==> config.mk <==
export PLATFORM = sky130hd
export DESIGN_NAME = tick_scheduler
export DESIGN_NICKNAME = d
export VERILOG_FILES = /design/src/rtl/tick_scheduler.sv
export SDC_FILE = /design/constraint.sdc
export NUM_CORES = 1
export LEC_CHECK = 0
export CORE_ASPECT_RATIO = 1.2
export CORE_MARGIN = 10
export CORE_UTILIZATION = 31
export DETAILED_ROUTE_END_ITERATION = 10
export GPL_ROUTABILITY_DRIVEN = 0
export GPL_TIMING_DRIVEN = 1
export HOLD_SLACK_MARGIN = 0.08
export SETUP_SLACK_MARGIN = 0.3
export SLEW_MARGIN = 10
export SYNTH_ARGS = -nofsm -noshare
export SYNTH_HDL_FRONTEND = slang
export SYNTH_SLANG_ARGS = --single-unit
==> constraint.sdc <==
create_clock -name clk -period 2.6 [get_ports clk]
set_input_delay 0.26 -clock clk [delete_from_list [all_inputs] [get_ports clk]]
set_output_delay 0.26 -clock clk [all_outputs]
set_load 0.01 [all_outputs]
==> src/rtl/tick_scheduler.sv <==
// tick_scheduler
//
// Purpose:
//   Takes the toggling output of the clock divider, which is asynchronous to
//   clk, and passes it through a synchroniser. Each rising edge becomes a
//   one-cycle tick enable in the clk domain. Ticks are counted into periodic
//   event pulses. A small start/pause/stop FSM controls when ticks are issued.
//   Downstream logic uses tick and event_pulse only as clock enables.
//
// Ports:
//   clk             system clock; every flop updates on its rising edge
//   reset_n         asynchronous active-low reset
//   div_clk         divider output, treated as asynchronous
//   start           level; begin running from IDLE, or resume from PAUSE
//   pause           level; RUN -> PAUSE, or PAUSE -> RUN
//   stop            level; abort to IDLE from any state
//   steps_per_event ticks per event (N); latched on IDLE -> RUN, 0 becomes 1
//   tick            one-cycle pulse per qualified div_clk rising edge
//   event_pulse     one-cycle pulse on every Nth tick. It carries the "event"
//                   output; event itself is a SystemVerilog keyword.
//   tick_count      ticks since the last event, 0..N-1
//   event_count     events since start, wraps at 16'hFFFF
//   running         high in RUN
//   paused          high in PAUSE
//
// Control priority is stop > start > pause. div_clk must have a period of at
// least 2*(SYNC_STAGES+1) clk cycles, otherwise ticks may be missed.

module tick_scheduler #(
    parameter int SYNC_STAGES = 2,
    parameter int CNT_W       = 8
) (
    input  logic             clk,
    input  logic             reset_n,
    input  logic             div_clk,
    input  logic             start,
    input  logic             pause,
    input  logic             stop,
    input  logic [CNT_W-1:0] steps_per_event,
    output logic             tick,
    output logic             event_pulse,
    output logic [CNT_W-1:0] tick_count,
    output logic [15:0]      event_count,
    output logic             running,
    output logic             paused
);

    localparam logic [CNT_W-1:0] ONE = CNT_W'(1);

    typedef enum logic [1:0] {
        IDLE  = 2'd0,
        RUN   = 2'd1,
        PAUSE = 2'd2
    } state_t;

    state_t                 state_q, state_d;
    logic [SYNC_STAGES-1:0] sync_q, sync_d;
    logic                   prev_q, prev_d;
    logic                   tick_q, tick_d;
    logic                   event_q, event_d;
    logic [CNT_W-1:0]       tick_count_q, tick_count_d;
    logic [CNT_W-1:0]       n_q, n_d;
    logic [15:0]            event_count_q, event_count_d;

    logic rise;
    logic tick_ok;
    logic at_wrap;
    logic launch;

    // The synchroniser and the prev flop shift in every state. As a result,
    // a rise that happened while paused or idle has already been consumed
    // when running resumes.
    always_comb begin
        sync_d = {sync_q[SYNC_STAGES-2:0], div_clk};
        prev_d = sync_q[SYNC_STAGES-1];
    end

    assign rise    = sync_q[SYNC_STAGES-1] & ~prev_q;
    assign launch  = (state_q == IDLE) && !stop && start;
    // stop overrides the tick in the same cycle. pause does not, so the
    // tick is issued and the FSM enters PAUSE afterwards.
    assign tick_ok = rise && (state_q == RUN) && !stop;
    assign at_wrap = (tick_count_q == (n_q - ONE));

    // Next-state logic. stop wins over everything. In PAUSE, start or pause
    // both resume, so a held pause bounces back to RUN on the next cycle.
    always_comb begin
        state_d = state_q;
        if (stop) begin
            state_d = IDLE;
        end else begin
            unique case (state_q)
                IDLE:    if (start) state_d = RUN;
                RUN:     if (pause) state_d = PAUSE;
                PAUSE:   if (start || pause) state_d = RUN;
                default: state_d = IDLE;
            endcase
        end
    end

    // Counter and pulse logic. A launch clears both counts and latches N.
    // Otherwise a qualified tick advances tick_count, or wraps it and emits
    // an event. stop leaves the counts untouched.
    always_comb begin
        tick_d        = tick_ok;
        event_d       = tick_ok && at_wrap;
        tick_count_d  = tick_count_q;
        event_count_d = event_count_q;
        n_d           = n_q;
        if (launch) begin
            tick_count_d  = '0;
            event_count_d = '0;
            n_d           = (steps_per_event == '0) ? ONE : steps_per_event;
        end else if (tick_ok) begin
            if (at_wrap) begin
                tick_count_d  = '0;
                event_count_d = event_count_q + 16'd1;
            end else begin
                tick_count_d  = tick_count_q + ONE;
            end
        end
    end

    always_ff @(posedge clk or negedge reset_n) begin
        if (!reset_n) begin
            state_q       <= IDLE;
            sync_q        <= '0;
            prev_q        <= 1'b0;
            tick_q        <= 1'b0;
            event_q       <= 1'b0;
            tick_count_q  <= '0;
            event_count_q <= '0;
            n_q           <= ONE;
        end else begin
            state_q       <= state_d;
            sync_q        <= sync_d;
            prev_q        <= prev_d;
            tick_q        <= tick_d;
            event_q       <= event_d;
            tick_count_q  <= tick_count_d;
            event_count_q <= event_count_d;
            n_q           <= n_d;
        end
    end

    assign tick        = tick_q;
    assign event_pulse = event_q;
    assign tick_count  = tick_count_q;
    assign event_count = event_count_q;
    assign running     = (state_q == RUN);
    assign paused      = (state_q == PAUSE);

endmodule

; After elaboration in Yosys (flattened, before gate mapping)
; Cells that the tools add are included.
[totals]
romBits = 0
n_memories = 0
latchBits = 0
ram_bits = 0
input_bits = 14
elab_cells = 44
ff_bits = 39
[classes]
addsub = 3
n_mux = 12
div = 0
bitwise = 2
eq_ne = 6
shifts = 0
reduce_logical = 13
order_cmp = 0
mul = 0
[op_table]
columns = operator, count
row1 = $mux 16, 3
row2 = $mux 8, 4
row3 = $add 16x1->16 const B, 1
row4 = $add 8x1->8 const B, 1
row5 = $eq 8x8->1, 1
row6 = $logic_not 8->1, 1
row7 = $mux 2, 4
row8 = $sub 8x1->8 const B, 1
row9 = $ne 3x3->1 const B, 2
row10 = $pmux 2 s3, 1
row11 = $logic_and 1x1->1, 5
row12 = $reduce_bool 2->1, 2
row13 = $ne 3x2->1 const B, 1
row14 = $reduce_and 3->1, 1
row15 = $eq 2x1->1 const B, 1
row16 = $eq 2x2->1 const B, 1
row17 = $logic_not 2->1, 1
row18 = $reduce_and 2->1, 1
row19 = $and 1x1->1, 1
row20 = $logic_not 1->1, 1
row21 = $logic_or 1x1->1, 1
row22 = $not 1->1, 1

; Longest topological paths before layout
[logic_depth]
word_depth = 6
depth_mapped = 9
depth_no_buf = 8

; Worst setup path before layout
; No wires, ideal clock.
[synth_timing]
path_kind = reg2reg
start = register n_q[0]
end = register event_count_q[8], in the netlist event_count[8]
slack_ns = -0.200
synth_period_minus_slack_ns = 2.800
path_buffers = 0
required_ns = 2.522
path_stages_with_launch = 9
arrival_ns = 2.722
path_cell_list = dfstp_2 > inv_1 > ha_1 > or3b_4 > or4_4 > a2111oi_4 > o21ai_2 > or4_1 > a21oi_1
[synth_via]
elab_chain_len = 4
[synth_lines]
columns = item, line_no
row1 = "start, declared", 62  ; logic [CNT_W-1:0] n_q, n_d;
row2 = "start signal, assigned", 142  ; n_q <= n_d;
row3 = $sub 8x1->8, 83  ; assign at_wrap = (tick_count_q == (n_q - ONE));
row4 = $eq 8x8->1, 83
row5 = $reduce_bool 2->1 (no source line), n/a
row6 = $reduce_and 2->1 (no source line), n/a
row7 = "end signal, assigned", 141  ; event_count_q <= event_count_d;
row8 = "end, declared", 63  ; logic [15:0] event_count_q, event_count_d;
; Every way passes these cells.
; A chain may end at the register's enable or synchronous reset.

; Worst setup path in the final report
[layout_timing]
start = register n_q[1]
end = register event_count_q[5], in the netlist event_count[5]
; The elaborated chain is that of the path after synthesis.

==> impl_metrics.csv <==
group,metric,value,unit
status,status,"finished, violations left",
status,violations,"setup timing",
clocking,cts_root_buf,"clkbuf_8",
floorplanning,die_w,95.3,um
layout,post-route-util,47.4,%
clocking,clockBufferDepth,2,
synthesis,async_flop_share,100,%
synthesis,yosys_warnings,0,
drt,wirelength,5.94,mm
timing,maxSlewHeadroom,40.4,%
min_path,hold_path.class,"input pin to asynchronous set/reset pin",
pwr,switching_share,28.5,%
placement,place_area,2760,um^2
clocking,clock-sinks,39,
synthesis,yosys.area.top_type,"dfrtp_1",
placement,post-dp-hpwl,4.16,mm
grt,grtUsageTotal,11.6,%
grt,antenna_found_initial,0,
pwr,seq_power_share,46.4,%
grt,grt_max_degree,40,
critical_path,crit_buf_inv,2,
synthesis,ys_seq_area_share,46.4,%
timing,rsz0062_at_grt,"yes",
synthesis,synth_area,2110,um^2
timing,max_slew.worst_pin.slew,893,ps
clocking,htreeDepth,2,
grt,grt_pass1_wl,9.63,mm
critical_path,crit_required,2830,ps
floorplanning,initial_core_util,32.3,%
synthesis,synthFlopType,"dfrtp_1",
pwr,clkPwrFrac,31.5,%
critical_path,start_kind,"flop",
synthesis,synth_common_cells,"dfrtp_1, nand2_1, a21oi_1",
clocking,numCtsBuffers,5,
layout,final_net_count,313,
critical_path,path_delay_family,"simple AND/OR/NAND/NOR gates",
layout,num_antenna_cells,0,
run,maxCapViolCount,0,
grt,overflow,0,
synthesis,ys_ff_latch,39,
timing,setup_violations,13,
placement,port_buffers,41,
critical_path,path_class,"flop to flop",
clocking,postCtsHoldBufs,0,
clocking,clk_pin_slew_worst_paths,80,ps
drt,drc,0,
floorplanning,core,6530,um^2
clocking,cts_tree,"done",
critical_path,crit_arrival,2920,ps
layout,drive_gt1_share,24.9,%
critical_path,slowest_stage,"or4_1",
layout,area_growth,46.7,%
drt,vias,1940,
drt,first_pass_iters,4,
critical_path,critPathMaxStageDelay,580,ps
timing,setup_ws,-89.0,ps
pwr,p_switching,415,uW
synthesis,syn_inst,227,
timing,layout_min_cycle_time,2690,ps
synthesis,ys_types,49,
floorplanning,dieArea,10500,um^2
drt,first_iter_violations,66,
synthesis,synthMostInstantiatedCell,"dfrtp_1",
drt,wl_per_cell,15.6,um
critical_path,cp-end-kind,"flop",
grt,grt_pass1_vias,1942,
timing,fmaxAchievable,0.372,GHz
synthesis,syn-num-nets,244,
timing,timing.final.crit_share,103,%
clocking,clock_latency,300,ps
pwr,p_per_area,470,nW/um^2
drt,ant_nets,0,
pwr,ir_drop,0.000217,V
critical_path,path_max_fanout,7,
timing,finalHoldViolations,0,
drt,post_drt_via_cell_ratio,5.08,
synthesis,synth_edf_count,0,
layout,stdcell_area,3090,um^2
floorplanning,ios,42,
timing,clock_skew,7.75,ps
pwr,p_int,1040,uW
timing,slew_viol_final,0,
critical_path,crit_chain,"buf_4 > or4_4 > or4_1 > o311ai_4 > o211ai_4 > buf_6 > or3_1 > a21oi_2",
pwr,p_comb_share,22.1,%
pwr,leakage,0.00126,uW
synthesis,synth_top_area_share,45.1,%
floorplanning,die_h,110,um
floorplanning,core.rowCount,32,
synthesis,synth_area_leaders,"dfrtp_1, nand2_1, a21oi_1",
synthesis,syn_area_per_cell,9.28,um^2
## layout make-up
cell class / count / area [um^2]
Sequential cell: 39 / 977
Clock inverter: 1 / 7.51
Multi-Input combinational cell: 169 / 1220
Tap cell: 85 / 106
Inverter: 11 / 41.3
Timing Repair Buffer: 70 / 639
Fill cell: 629 / 3430
Clock buffer: 7 / 96.3
## flip-flops by register name (all words and copies together), names as in the netlist
| signal | count |
|---|---|
| event_count | 16 |
| n_q | 8 |
| tick_count | 8 |
| state_q | 2 |
| sync_q | 2 |
| event_pulse | 1 |
| prev_q | 1 |
| tick | 1 |
## stage by stage
step	hold slack (ps)	worst slack (ps)	TNS [ps]	instances	power, uW
2_1_floorplan	-35.6	-55.7	-117	227	836
3_3_place_gp	336	-103	-1050	365	948
3_5_place_dp	350	-174	-1800	365	953
4_1_cts	108	-63.3	-485	377	1450
5_1_grt	140	-185	-2550	382	1540
6_report	80.9	-89.0	-813	382	1450
## cell usage in the layout, fill, tap and decap left out, types with 2 or more instances in the layout
cell type | synthesis | final
and3_1 | 3 | 3
buf_6 | 1 | 5
a22o_1 | 2 | 2
nand3_2 | 0 | 2
xnor2_1 | 6 | 6
a21oi_2 | 0 | 3
nand3_1 | 13 | 11
o21ai_2 | 1 | 4
ha_1 | 3 | 2
o2111ai_2 | 0 | 2
a21oi_1 | 14 | 11
nand2_1 | 34 | 33
or3_1 | 8 | 6
buf_2 | 0 | 2
dfrtp_1 | 38 | 38
or3_4 | 0 | 2
clkbuf_8 | 0 | 7
o31ai_1 | 4 | 3
o21ai_0 | 10 | 9
and2_1 | 7 | 6
a31oi_1 | 3 | 2
nor2_1 | 11 | 11
inv_1 | 11 | 9
nand4_1 | 2 | 2
clkdlybuf4s50_1 | 0 | 40
nor2b_1 | 2 | 2
inv_2 | 0 | 2
nor3_1 | 5 | 5
buf_4 | 0 | 23
or4_1 | 5 | 3
xor2_1 | 6 | 6
or4_4 | 1 | 3
## repair_timing
item | in CTS | in global routing
hold endpoints to repair | 0 | 0
gates cloned | 1 | 0
endpoints found under the setup margin | 25 | 25
setup buffers | 3 | 5
pin swaps | 8 | 2
gates resized for setup | 15 | 17
## metal layers
layer | up-vias | track usage [%] | share of wire, %
li1 | 950 | - | -
met1 | 950 | 12.9 | 40
met2 | 33 | 20.0 | 51
met3 | 7 | 4.19 | 7.3
met4 | 0 | 3.85 | 1.3
met5 | - | 0 | 0
## power by group through the flow
| stage | clock network [uW] | registers [uW] | logic [uW] |
|---|---|---|---|
| floorplan | 0 | 680 | 156 |
| CTS | 472 | 675 | 303 |
| detailed placement | 0 | 686 | 267 |
| global placement | 0 | 684 | 264 |
| global route | 508 | 680 | 352 |
| finish | 457 | 675 | 321 |
## cells by family (layout without fill, tap and decap cells)
group | Yosys count | in the layout | share of synthesized area [%]
fa+ha+maj | 3 | 3 | 1.78
flops | 39 | 39 | 46.4
buf+inv | 19 | 89 | 3.74
xor+xnor | 13 | 13 | 6.12
compound gates | 51 | 51 | 16.4
simple gates | 101 | 101 | 25.1
mux | 1 | 1 | 0.475
## worst reg2reg max path, stage by stage (launching register included)
cell and delay, ps:
dfrtp_1 400, buf_4 150, or4_4 560, or4_1 580, o311ai_4 180, o211ai_4 160
buf_6 160, or3_1 320, a21oi_2 130
## path summary, 6_finish.rpt
| check | slack (ps) | cells after the start | end | start |
|---|---|---|---|---|
| worst max-delay path | -90 | 8 | event_count[5] | n_q[1] |
| worst max register to register | -90 | 8 | event_count[5] | n_q[1] |
| max in group asynchronous | 1960 | 1 | event_count[11] | reset_n |
| min in group clk | 360 | 0 | sync_q[1] | sync_q[0] |
| worst min-delay path | 80 | 1 | tick | reset_n |
| worst min register to register | 360 | 0 | sync_q[1] | sync_q[0] |
Power figures use the tool's default switching activity.
